### src/rtl/int_sequencer.sv
// int_sequencer: interrupt entry/return sequencer driving EPC, IE, in-service and PC redirect
module int_sequencer #(
    parameter logic [31:0] VEC_BASE   = 32'h0000_1000,
    parameter logic [31:0] VEC_STRIDE = 32'h0000_0010
) (
    input  logic        clk,
    input  logic        rst,
    input  logic        en,
    input  logic        int_req,
    input  logic [2:0]  ints,
    input  logic [31:0] pc_cur,
    input  logic        eret,
    input  logic [31:0] epc,
    output logic        epc_w_en,
    output logic [31:0] epc_w_data,
    output logic        ie_w_en,
    output logic        ie_w_data,
    output logic        irs_set_en,
    output logic        irs_clr_en,
    output logic [2:0]  irs_w_mask,
    output logic        flush,
    output logic        pc_redirect,
    output logic [31:0] pc_redirect_addr,
    output logic        busy
);
    typedef enum logic [1:0] {IDLE, SAVE, JUMP, RET} state_t;
    state_t      state;
    logic [2:0]  lvl;
    logic [31:0] ret_pc;
    logic [2:0]  isv;
    logic [2:0]  set_mask;
    logic [2:0]  hi_mask;
    logic [31:0] vec_addr;
    logic        s, j, r;
    // one-hot of the entered level and of the most recently entered (highest) in-service level
    always_comb begin
        set_mask = 3'b001 << (lvl - 3'd1);
        hi_mask  = isv[2] ? 3'b100 : isv[1] ? 3'b010 : isv[0] ? 3'b001 : 3'b000;
        vec_addr = VEC_BASE + {29'd0, lvl - 3'd1} * VEC_STRIDE;
    end
    // sequencer state, latched level/return address and in-service shadow
    always_ff @(posedge clk) begin
        if (rst) begin
            state  <= IDLE;
            lvl    <= '0;
            ret_pc <= '0;
            isv    <= '0;
        end else if (en) begin
            case (state)
                IDLE: begin
                    if (eret) begin
                        state <= RET;
                    end else if (int_req && ints != 3'd0) begin
                        state  <= SAVE;
                        lvl    <= ints;
                        ret_pc <= pc_cur;
                    end
                end
                SAVE: begin
                    isv   <= isv | set_mask;
                    state <= JUMP;
                end
                JUMP: state <= IDLE;
                RET: begin
                    isv   <= isv & ~hi_mask;
                    state <= IDLE;
                end
                default: state <= IDLE;
            endcase
        end
    end
    // outputs decoded from the registered state only; en gates every strobe
    always_comb begin
        s                = state == SAVE;
        j                = state == JUMP;
        r                = state == RET;
        busy             = state != IDLE;
        epc_w_en         = en & s;
        epc_w_data       = s ? ret_pc : 32'd0;
        ie_w_en          = en & (s | r);
        ie_w_data        = r;
        irs_set_en       = en & s;
        irs_clr_en       = en & r;
        irs_w_mask       = s ? set_mask : r ? ~hi_mask : 3'b000;
        flush            = en & (s | j | r);
        pc_redirect      = en & (j | r);
        pc_redirect_addr = j ? vec_addr : r ? epc : 32'd0;
    end
endmodule

### config.mk
export PLATFORM = sky130hd
export DESIGN_NAME = int_sequencer
export DESIGN_NICKNAME = d
export VERILOG_FILES = /design/src/rtl/int_sequencer.sv
export SDC_FILE = /design/constraint.sdc
export NUM_CORES = 1
export LEC_CHECK = 0
export BUFFER_PORTS_ARGS = -buffer_cell sky130_fd_sc_hd__buf_2
export CAP_MARGIN = 20
export CORE_ASPECT_RATIO = 1.5
export CORE_MARGIN = 2
export CORE_UTILIZATION = 47
export DETAILED_ROUTE_END_ITERATION = 6
export GPL_ROUTABILITY_DRIVEN = 0
export PLACE_DENSITY = 0.86
export SLEW_MARGIN = 20
export SYNTH_ARGS = -nofsm -noshare
export SYNTH_HDL_FRONTEND = slang
export SYNTH_SLANG_ARGS = --single-unit
### constraint.sdc
create_clock -name clk -period 4.6 [get_ports clk]
set_input_delay 0.46 -clock clk [delete_from_list [all_inputs] [get_ports clk]]
set_output_delay 0.46 -clock clk [all_outputs]
set_load 0.05 [all_outputs]
-- After elaboration in Yosys (flattened, before gate mapping)
Cells that the tools add are included.
- bitwise operators: 13
- add/subtract/negate cells: 2
- order comparisons: 0
- equal/unequal tests: 4
- div/mod/pow operators: 0
- reductions and logical operators: 9
- mux-type cells: 12
- multiply operators: 0
- shift operators: 1
- operator list (cell ; number):
    $mux 32 ; 3
    $add 13x7->14 const A ; 1
    $mux 3 ; 3
    $mux 2 ; 3
    $pmux 2 s3 ; 1
    $pmux 3 s2 ; 1
    $and 1x1->1 ; 5
    $eq 2x2->1 const B ; 2
    $or 1x1->1 ; 4
    $reduce_and 2->1 ; 2
    $reduce_and 4->1 ; 1
    $reduce_bool 2->1 ; 2
    $and 3x3->3 ; 1
    $ne 3x3->1 const B ; 1
    $not 3->3 ; 1
    $or 3x3->3 ; 1
    $reduce_bool 3->1 ; 1
    $shl 1x3->3 const A ; 1
    $sub 3x1->3 const B ; 1
    $eq 2x1->1 const B ; 1
    $logic_not 2->1 ; 1
    $reduce_or 2->1 ; 1
    $logic_and 1x1->1 ; 1
    $mux 1 ; 1
    $not 1->1 ; 1
- ROM bits: 0
- output and inout port bits: 75
- logic and storage cells: 45
- input port bits: 72
- memories kept: 0
- register bits: 40
- bits in latches: 0
- memory bits (writable): 0

-- Logic depth before layout (Yosys ltp)
Gate-level depths: netlist of run 1.
- depth in word-level cells: 6
- gate-level depth with buffers: 6

-- Least setup slack after synthesis of run 1
OpenSTA, ideal clock, no wires.
- path kind: register -> output
- start point: register lvl[0]
- end point: output irs_w_mask[2]
- arrival: 2.218 ns
- stages on the path, launching flop included: 6
- setup slack: 1.922 ns
- required time: 4.140 ns
- cell sequence: dfxtp_1 inv_1 ha_1 xnor2_1 nand3b_1 a21boi_0
- longest elaborated chain between the ends: 3
- ends and longest elaborated chain (what ; line ; RTL):
    from (decl) ; 28 ; logic [2:0] lvl;
    from (signal assigned) ; 55 ; lvl <= ints;
    $sub 3x1->3 ; 37 ; set_mask = 3'b001 << (lvl - 3'd1);
    $shl 1x3->3 ; 37 ;
    $mux 3 ; 84 ; irs_w_mask = s ? set_mask : r ? ~hi_mask : 3'b000;
    to (decl) ; 20 ; output logic [2:0] irs_w_mask,
No other way between the ends.

-- Worst setup path after layout of run 1
- start point: register state[0]
- end point: output irs_w_mask[1]
- longest elaborated chain between the ends: 3
- elaborated cells on any way between the ends: 4
- ends and longest elaborated chain (what ; line ; RTL):
    from (decl) ; 27 ; state_t state;
    from (signal assigned) ; 44 ; state <= IDLE;
    from (signal assigned) ; 52 ; state <= RET;
    from (signal assigned) ; 54 ; state <= SAVE;
    $eq 2x2->1 ; 76 ; r = state == RET;
    $mux 3 ; 84 ;
    $mux 3 * ; 84 ;
Mark *: on every way between the ends. The rest lies on a longest branch, timed or not.

==> results.rst, run 1 <==
.. list-table::
   :header-rows: 1

   * - Metric
     - Value
   * - Result of the run
     - completed
   * - First-pass iteration count of the detailed router
     - 4
   * - Combinational power share
     - 0.190
   * - Worst Setup End Kind
     - output pin
   * - RSZ-0062 raised after global routing
     - no
   * - Final critical delay including setup and external delays
     - 2585 ps
   * - Core area
     - 5125 µm²
   * - Async set-reset flop share out of synthesis
     - 0
   * - Share of total power consumed by net switching
     - 0.2724
   * - Yosys warnings
     - 0
   * - R2R cell count
     - 3
   * - Highest cell delay on the worst timing path
     - 690 ps
   * - Final hold violation count
     - 0
   * - Antenna violations before repair
     - 0
   * - Worst-path maximum fanout
     - 46
   * - Transition time at the pin with the least slew margin
     - 913.3 ps
   * - Clock insertion delay at the later pin of the skew report
     - 280 ps
   * - NumNets Final
     - 487
   * - Total Die Area
     - 5914 µm²
   * - Required arrival time at the worst endpoint
     - 4140 ps
   * - DIE WIDTH
     - 63.46 µm
   * - Post-synthesis to final-layout area growth
     - 31.38%
   * - Remaining Overflow, GRT
     - 0
   * - Final standard cell utilization of the core
     - 0.6389
   * - Fraction of final layout cells sized beyond drive strength 1
     - 0.3932
   * - Leak pwr
     - 1.698 nW
   * - Critical path type
     - flip-flop to output pin
   * - Hold WC Path Type
     - input port to flip-flop
   * - Pin count of the biggest net entering global routing
     - 77
   * - Via count of the first global-routing pass
     - 2241
   * - CTS Root Buffer Type
     - sky130_fd_sc_hd__clkbuf_8
   * - Routed vias/inst
     - 4.892
   * - Worst slack, placed
     - 1548 ps
   * - Final setup margin
     - 2015 ps
   * - Achievable Freq
     - 0.3868 GHz
   * - Final Routed Wirelength
     - 5885 µm
   * - CTS clk-pin slew, worst paths
     - 80 ps
   * - DRC
     - 0
   * - Number of max-cap violations
     - 0
   * - Peak ir drop on the vdd network
     - 232.1 µV
   * - Remaining antenna violation count
     - 0
   * - P_sw
     - 229.5 µW
   * - # IOs
     - 147
   * - IO buf count
     - 146
   * - Cell-internal power
     - 613.1 µW
   * - Cell depth of the worst min-delay path
     - 3
   * - Floorplan die height
     - 93.19 µm
   * - Average cell area after synthesis
     - 8.745 µm²
   * - First-pass GRT wire length
     - 9563 µm
   * - Hold buffer count at CTS
     - 0
   * - Post-Synthesis Net Count
     - 361
   * - Proportion of synthesized chip area in sequential cells
     - 0.3213
   * - Routed wire length per instance
     - 12.26 µm
   * - Total global routing track utilization
     - 0.1984
   * - Share of the cycle needed by the critical path after routing
     - 0.5620
   * - Yosys cell types
     - 33
   * - Count of flip-flops with a built-in enable after synthesis
     - 0
   * - Number of buffers on the longest clock path
     - 2
   * - Setup bufs post-CTS
     - 0
   * - Total via count after detailed routing
     - 2348
   * - Number of clock sinks
     - 40
   * - Number of pins exceeding their max-slew limit in the final report
     - 0
   * - Most common cell after layout, fill and taps aside
     - sky130_fd_sc_hd__buf_2
   * - Worst-path cell chain
     - nor2b_4, a32o_1, buf_2
   * - Highest-delay cell along the critical path
     - sky130_fd_sc_hd__dfxtp_2
   * - CP Launch Type
     - flip-flop
   * - Max-slew headroom at the worst pin
     - 0.3912
   * - Diode count
     - 0
   * - Flip-flop and latch count after synthesis
     - 40
   * - Iteration-0 DRC Markers
     - 80
   * - Starting density of the core
     - 0.4863
   * - Syn Std Cell Area
     - 2492 µm²
   * - Total CTS buffers
     - 5
   * - Setup skew after layout
     - 8.279 ps
   * - Top library cells by usage in the layout, fill and taps aside
     - sky130_fd_sc_hd__buf_2, sky130_fd_sc_hd__nand2b_1, sky130_fd_sc_hd__and2_1, sky130_fd_sc_hd__dfxtp_1, sky130_fd_sc_hd__mux2i_1
   * - Final sum of negative setup slack
     - 0 ps
   * - Most frequently used flop master after synthesis
     - sky130_fd_sc_hd__dfxtp_1
   * - Sequential power share
     - 0.443
   * - Final setup violation count
     - 0
   * - Clock network fraction of total power
     - 0.367
   * - DP HPWL
     - 4339 µm
   * - Cells after synthesis
     - 285
   * - Standard-cell row count
     - 32
   * - # resized after CTS
     - 0
   * - Pwr/cell area
     - 257.3 nW/µm²
   * - Arr. time, crit path
     - 2130 ps
   * - H-tree Lvls
     - 2
   * - CTS tree
     - done
## per-layer routing
layer  vias to the layer above  part of all wire  global-route usage
met2                       113              0.52              0.3711
li1                       1187                 -                   -
met5                         -                 0                   0
met3                         2              0.10             0.05656
met4                         0            0.0061             0.06159
met1                      1046              0.37              0.2114
## worst max-delay path, delay by kind of cell, from the launching register on
kind,cells,cell delay (ps)
flip-flops,1,690
AND/OR/NAND/NOR,1,640
buffers and inverters,1,260
AO/OA/AOI/OAI,1,250
## area by class of cell
cell class | count | area, µm²
Multi-Input combinational cell | 214 | 1514
Clock inverter | 1 | 30.03
Clock buffer | 7 | 96.34
Timing Repair Buffer | 146 | 730.7
Tap cell | 68 | 85.08
Sequential cell | 40 | 803.3
Inverter | 4 | 15.01
Fill cell | 466 | 1851
## state kept, by name (all words and copies together), names as in the netlist
signal	cells
lvl	3
ret_pc	32
isv	3
state	2
## path summary, 6_finish.rpt
check                           slack [ps]                     from                 endpoint
worst max register to register        2500    state[0]$_SDFFE_PP0P_   ret_pc[1]$_SDFFE_PP0P_
worst min-delay path                   430                pc_cur[6]   ret_pc[6]$_SDFFE_PP0P_
worst max-delay path                  2010    state[0]$_SDFFE_PP0P_            irs_w_mask[1]
worst min register to register         470  ret_pc[25]$_SDFFE_PP0P_  ret_pc[25]$_SDFFE_PP0P_
## synthesized netlist by cell type, types with 3 or more instances
| master | n | area share |
|---|---|---|
| sky130_fd_sc_hd__o21ai_0 | 5 | 0.010 |
| sky130_fd_sc_hd__dfxtp_1 | 40 | 0.32 |
| sky130_fd_sc_hd__o32ai_1 | 3 | 0.011 |
| sky130_fd_sc_hd__nand2b_1 | 69 | 0.17 |
| sky130_fd_sc_hd__nand2_1 | 5 | 0.0075 |
| sky130_fd_sc_hd__mux2i_1 | 32 | 0.13 |
| sky130_fd_sc_hd__and2_1 | 39 | 0.098 |
| sky130_fd_sc_hd__inv_1 | 4 | 0.0060 |
| sky130_fd_sc_hd__nand3b_1 | 3 | 0.0090 |
| sky130_fd_sc_hd__buf_12 | 3 | 0.024 |
| sky130_fd_sc_hd__a21oi_1 | 4 | 0.0080 |
| sky130_fd_sc_hd__clkbuf_1 | 20 | 0.030 |
| sky130_fd_sc_hd__and3_1 | 28 | 0.070 |
| sky130_fd_sc_hd__ha_1 | 4 | 0.020 |
## stage by stage
stage	area [µm²]	std cells	total power [mW]	hold slack, ps
after global routing	3274	480	0.8857	424.5
after floorplan	2492	285	0.4964	444.1
final	3274	480	0.8426	425.8
after detailed placement	3141	472	0.5422	461.5
after CTS	3267	480	0.8561	417.2
after global placement	3141	472	0.5391	453.1
## cells by family (layout without fill, tap and decap cells)
kind of cell	count (synthesis)	in the layout	synth area share
adders and majority gates	4	4	0.02008
muxes	32	32	0.1285
DFF	40	40	0.3213
buffers and inverters	31	158	0.07429
xor gates and xnor gates	1	1	0.003515
AOI/OAI and AO/OA	20	20	0.05572
and+or+nand+nor	157	157	0.3966
## power groups by stage
| stage | clock network (mW) | logic [mW] | registers (mW) |
|---|---|---|---|
| floorplan | 0 | 0.127 | 0.370 |
| global placement | 0 | 0.159 | 0.380 |
| detailed placement | 0 | 0.161 | 0.381 |
| CTS | 0.321 | 0.162 | 0.373 |
| global route | 0.335 | 0.174 | 0.377 |
| finish | 0.309 | 0.160 | 0.374 |
Note: power is estimated with default switching activity, not from simulation.
==> run 2, diff against run 1 <==
--- a/config.mk
+++ b/config.mk
@@ -9,10 +9,10 @@
 export CAP_MARGIN = 20
 export CORE_ASPECT_RATIO = 1.5
 export CORE_MARGIN = 2
-export CORE_UTILIZATION = 47
+export CORE_UTILIZATION = 44
 export DETAILED_ROUTE_END_ITERATION = 6
 export GPL_ROUTABILITY_DRIVEN = 0
-export PLACE_DENSITY = 0.86
+export PLACE_DENSITY = 0.81
 export SLEW_MARGIN = 20
 export SYNTH_ARGS = -nofsm -noshare
 export SYNTH_HDL_FRONTEND = slang
==> constraint.sdc (replaced) <==
create_clock -name clk -period 2.5 [get_ports clk]
set_input_delay 0.25 -clock clk [delete_from_list [all_inputs] [get_ports clk]]
set_output_delay 0.25 -clock clk [all_outputs]
set_load 0.05 [all_outputs]
==> run 2 against run 1 <==
Worst hold slack lost 210 ps. Setup slack worse by 1800 ps. Non-clock buffer count up 6. Sequential share of layout area shrank 0.13 points. Global-route usage fell by 0.65 points. Critical path depth up 3. Largest cell class unchanged. Die area increased by 6.5%. Flip-flop and latch count unchanged. Register-to-register slack lost 1800 ps. Highest routed layer unchanged. Wire length up 3.8%. Power is 66% higher. Clock skew grew 2.4 ps.
==> results.rst, run 2 (synthesis results as in run 1) <==
.. list-table::
   :header-rows: 1

   * - Metric
     - Value
   * - Setup skew after layout
     - 10.65 ps (+2.366 ps)
   * - Floorplan die height
     - 96.18 µm (+3.2%)
   * - Total Die Area
     - 6295 µm² (+6.5%)
   * - CTS Root Buffer Type
     - sky130_fd_sc_hd__clkbuf_8
   * - Max-slew headroom at the worst pin
     - 0.6132 (+0.2221)
   * - Remaining antenna violation count
     - 0 (unchanged)
   * - Worst slack, placed
     - 575.4 ps (-972.8 ps)
   * - H-tree Lvls
     - 2 (unchanged)
   * - Number of max-cap violations
     - 0 (unchanged)
   * - Pin count of the biggest net entering global routing
     - 46 (-40%)
   * - Pwr/cell area
     - 426.5 nW/µm² (+66%)
   * - Combinational power share
     - 0.231 (+0.041)
   * - Most common cell after layout, fill and taps aside
     - sky130_fd_sc_hd__buf_2
   * - Clock network fraction of total power
     - 0.292 (-0.075)
   * - Standard-cell row count
     - 33 (+3.1%)
   * - CTS clk-pin slew, worst paths
     - 80 ps (about the same)
   * - Share of the cycle needed by the critical path after routing
     - 0.8975
   * - RSZ-0062 raised after global routing
     - no
   * - Smallest hold slack
     - 216.6 ps (-209.2 ps)
   * - Total via count after detailed routing
     - 2375 (+1.1%)
   * - Critical path type
     - flip-flop to output pin
   * - Peak ir drop on the vdd network
     - 338.5 µV (+46%)
   * - Via count of the first global-routing pass
     - 2185 (-2.5%)
   * - Total global routing track utilization
     - 0.1919 (-0.006499)
   * - Cell-internal power
     - 970.9 µW (+58%)
   * - Largest register by flop count
     - ret_pc
   * - Core area
     - 5450 µm² (+6.3%)
   * - Post-synthesis to final-layout area growth
     - 31.68%
   * - Remaining Overflow, GRT
     - 0 (unchanged)
   * - DP HPWL
     - 4660 µm (+7.4%)
   * - Final hold violation count
     - 0 (unchanged)
   * - Result of the run
     - completed
   * - First-pass GRT wire length
     - 9494 µm (-0.72%)
   * - Routed wire length per instance
     - 12.55 µm (+2.3%)
   * - Final setup violation count
     - 0 (unchanged)
   * - Arr. time, crit path
     - 1990 ps (-140 ps)
   * - Top library cells by usage in the layout, fill and taps aside
     - sky130_fd_sc_hd__buf_2, sky130_fd_sc_hd__nand2b_1, sky130_fd_sc_hd__dfxtp_1, sky130_fd_sc_hd__and2_1, sky130_fd_sc_hd__mux2i_1
   * - Worst-path maximum fanout
     - 7 (-85%)
   * - Final critical delay including setup and external delays
     - 2244 ps
   * - # resized after CTS
     - 0 (unchanged)
   * - Number of pins exceeding their max-slew limit in the final report
     - 0 (unchanged)
   * - # IOs
     - 147 (unchanged)
   * - Number of clock sinks
     - 40 (unchanged)
   * - Leak pwr
     - 1.705 nW (+0.44%)
   * - Antenna violations before repair
     - 0 (unchanged)
   * - Final setup margin
     - 256.3 ps (-1759 ps)
   * - CP Launch Type
     - flip-flop
   * - Starting density of the core
     - 0.4573 (-0.02903)
   * - CTS tree
     - done
   * - Required arrival time at the worst endpoint
     - 2250 ps (-1890 ps)
   * - Clock insertion delay at the later pin of the skew report
     - 280 ps (about the same)
   * - Iteration-0 DRC Markers
     - 89 (+11%)
   * - Hold WC Path Type
     - input port to flip-flop
   * - P_sw
     - 428.6 µW (+87%)
   * - IO buf count
     - 146 (unchanged)
   * - Post-route standard cell area excluding fillers
     - 3282 µm² (+0.23%)
   * - Final sum of negative setup slack
     - 0 ps (unchanged)
   * - DIE WIDTH
     - 65.45 µm (+3.1%)
   * - First-pass iteration count of the detailed router
     - 4 (unchanged)
   * - Setup bufs post-CTS
     - 0 (unchanged)
   * - Achievable Freq
     - 0.4457 GHz
   * - Transition time at the pin with the least slew margin
     - 580.2 ps (-333.1 ps)
   * - Number of buffers on the longest clock path
     - 2 (unchanged)
   * - Worst Setup End Kind
     - output pin
   * - Top flop regs
     - ret_pc: 32 flops, isv: 3 flops, lvl: 3 flops
   * - Routed vias/inst
     - 4.877 (-0.30%)
   * - Fillers
     - 487 (+4.5%)
   * - Final Routed Wirelength
     - 6110 µm (+3.8%)
   * - Flip-flop count of the largest register after layout
     - 32 (unchanged)
   * - NumNets Final
     - 493 (+1.2%)
   * - Fraction of final layout cells sized beyond drive strength 1
     - 0.3957 (+0.002480)
   * - Post-detailed-placement cell area
     - 3201 µm² (+1.9%)
   * - DRC
     - 0 (unchanged)
   * - Diode count
     - 0 (unchanged)
   * - Sequential power share
     - 0.477 (+0.034)
   * - Share of total power consumed by net switching
     - 0.3063 (+0.03390)
   * - Total CTS buffers
     - 5 (unchanged)
   * - Hold buffer count at CTS
     - 0 (unchanged)
==> run 2: changes by cell type in the layout (fill, tap and decap cells not counted) <==
cell / previous run / this run
sky130_fd_sc_hd__buf_4: 0 / 5
sky130_fd_sc_hd__clkbuf_8: 7 / 5
sky130_fd_sc_hd__dfxtp_1: 38 / 40
sky130_fd_sc_hd__dfxtp_2: 2 / 0
sky130_fd_sc_hd__buf_12: 0 / 1
sky130_fd_sc_hd__bufinv_16: 1 / 0
sky130_fd_sc_hd__clkinv_2: 0 / 1
sky130_fd_sc_hd__clkinvlp_4: 0 / 1
sky130_fd_sc_hd__nor2b_2: 0 / 1
sky130_fd_sc_hd__nor2b_4: 1 / 0
==> run 2: power groups by stage <==
stage	Combinational (mW)	Clock [mW]	Sequential [mW]
2_1_floorplan	0.233	0	0.680
3_3_place_gp	0.321	0	0.682
3_5_place_dp	0.326	0	0.683
4_1_cts	0.327	0.424	0.668
5_1_grt	0.352	0.453	0.671
6_report	0.323	0.408	0.668
==> run 2: area by class of cell <==
type	count	area (µm²)	area share
multi-input combinational	214	1509	0.4598
clock buffer	5	68.82	0.02097
inverter	4	15.01	0.004575
tap	70	87.58	0.02669
sequential	40	800.8	0.2440
timing repair buffer	152	788.3	0.2402
clock inverter	2	12.51	0.003812
==> run 2: final timing paths <==
check / start / end / slack [ps] / cells past startpoint
worst min-delay path: pc_cur[3] / ret_pc[3]$_SDFFE_PP0P_ / 220 / 3
worst max-delay path: lvl[0]$_SDFFE_PP0P_ / irs_w_mask[2] / 260 / 6
worst min register to register: ret_pc[21]$_SDFFE_PP0P_ / ret_pc[21]$_SDFFE_PP0P_ / 470 / 2
worst max register to register: state[0]$_SDFFE_PP0P_ / ret_pc[7]$_SDFFE_PP0P_ / 740 / 4
==> run 2: metrics by stage <==
stage	instances	power (mW)	utilization
floorplan	285	0.9134	-
global placement	480	1.003	0.5872
detailed placement	480	1.009	0.5872
CTS	487	1.419	0.6022
global route	487	1.477	0.6022
finish	487	1.400	0.6022
==> run 2: worst max-delay path, cell delays in order (launching register included) <==
cell and delay [ps]:
sky130_fd_sc_hd__dfxtp_1 380, sky130_fd_sc_hd__inv_1 100, sky130_fd_sc_hd__ha_1 210, sky130_fd_sc_hd__xnor2_1 440, sky130_fd_sc_hd__nand3b_1 120, sky130_fd_sc_hd__a21boi_0 170, sky130_fd_sc_hd__buf_2 280
==> run 2: metal layers <==
metal | global-route usage | wire [µm] | share of wire | vias up
li1 | - | - | - | 1198
met1 | 0.1990 | 2283 | 0.37 | 1048
met2 | 0.3537 | 3041 | 0.50 | 119
met3 | 0.06316 | 661 | 0.11 | 10
met4 | 0.07292 | 124 | 0.020 | 0
met5 | 0 | 0 | 0 | -
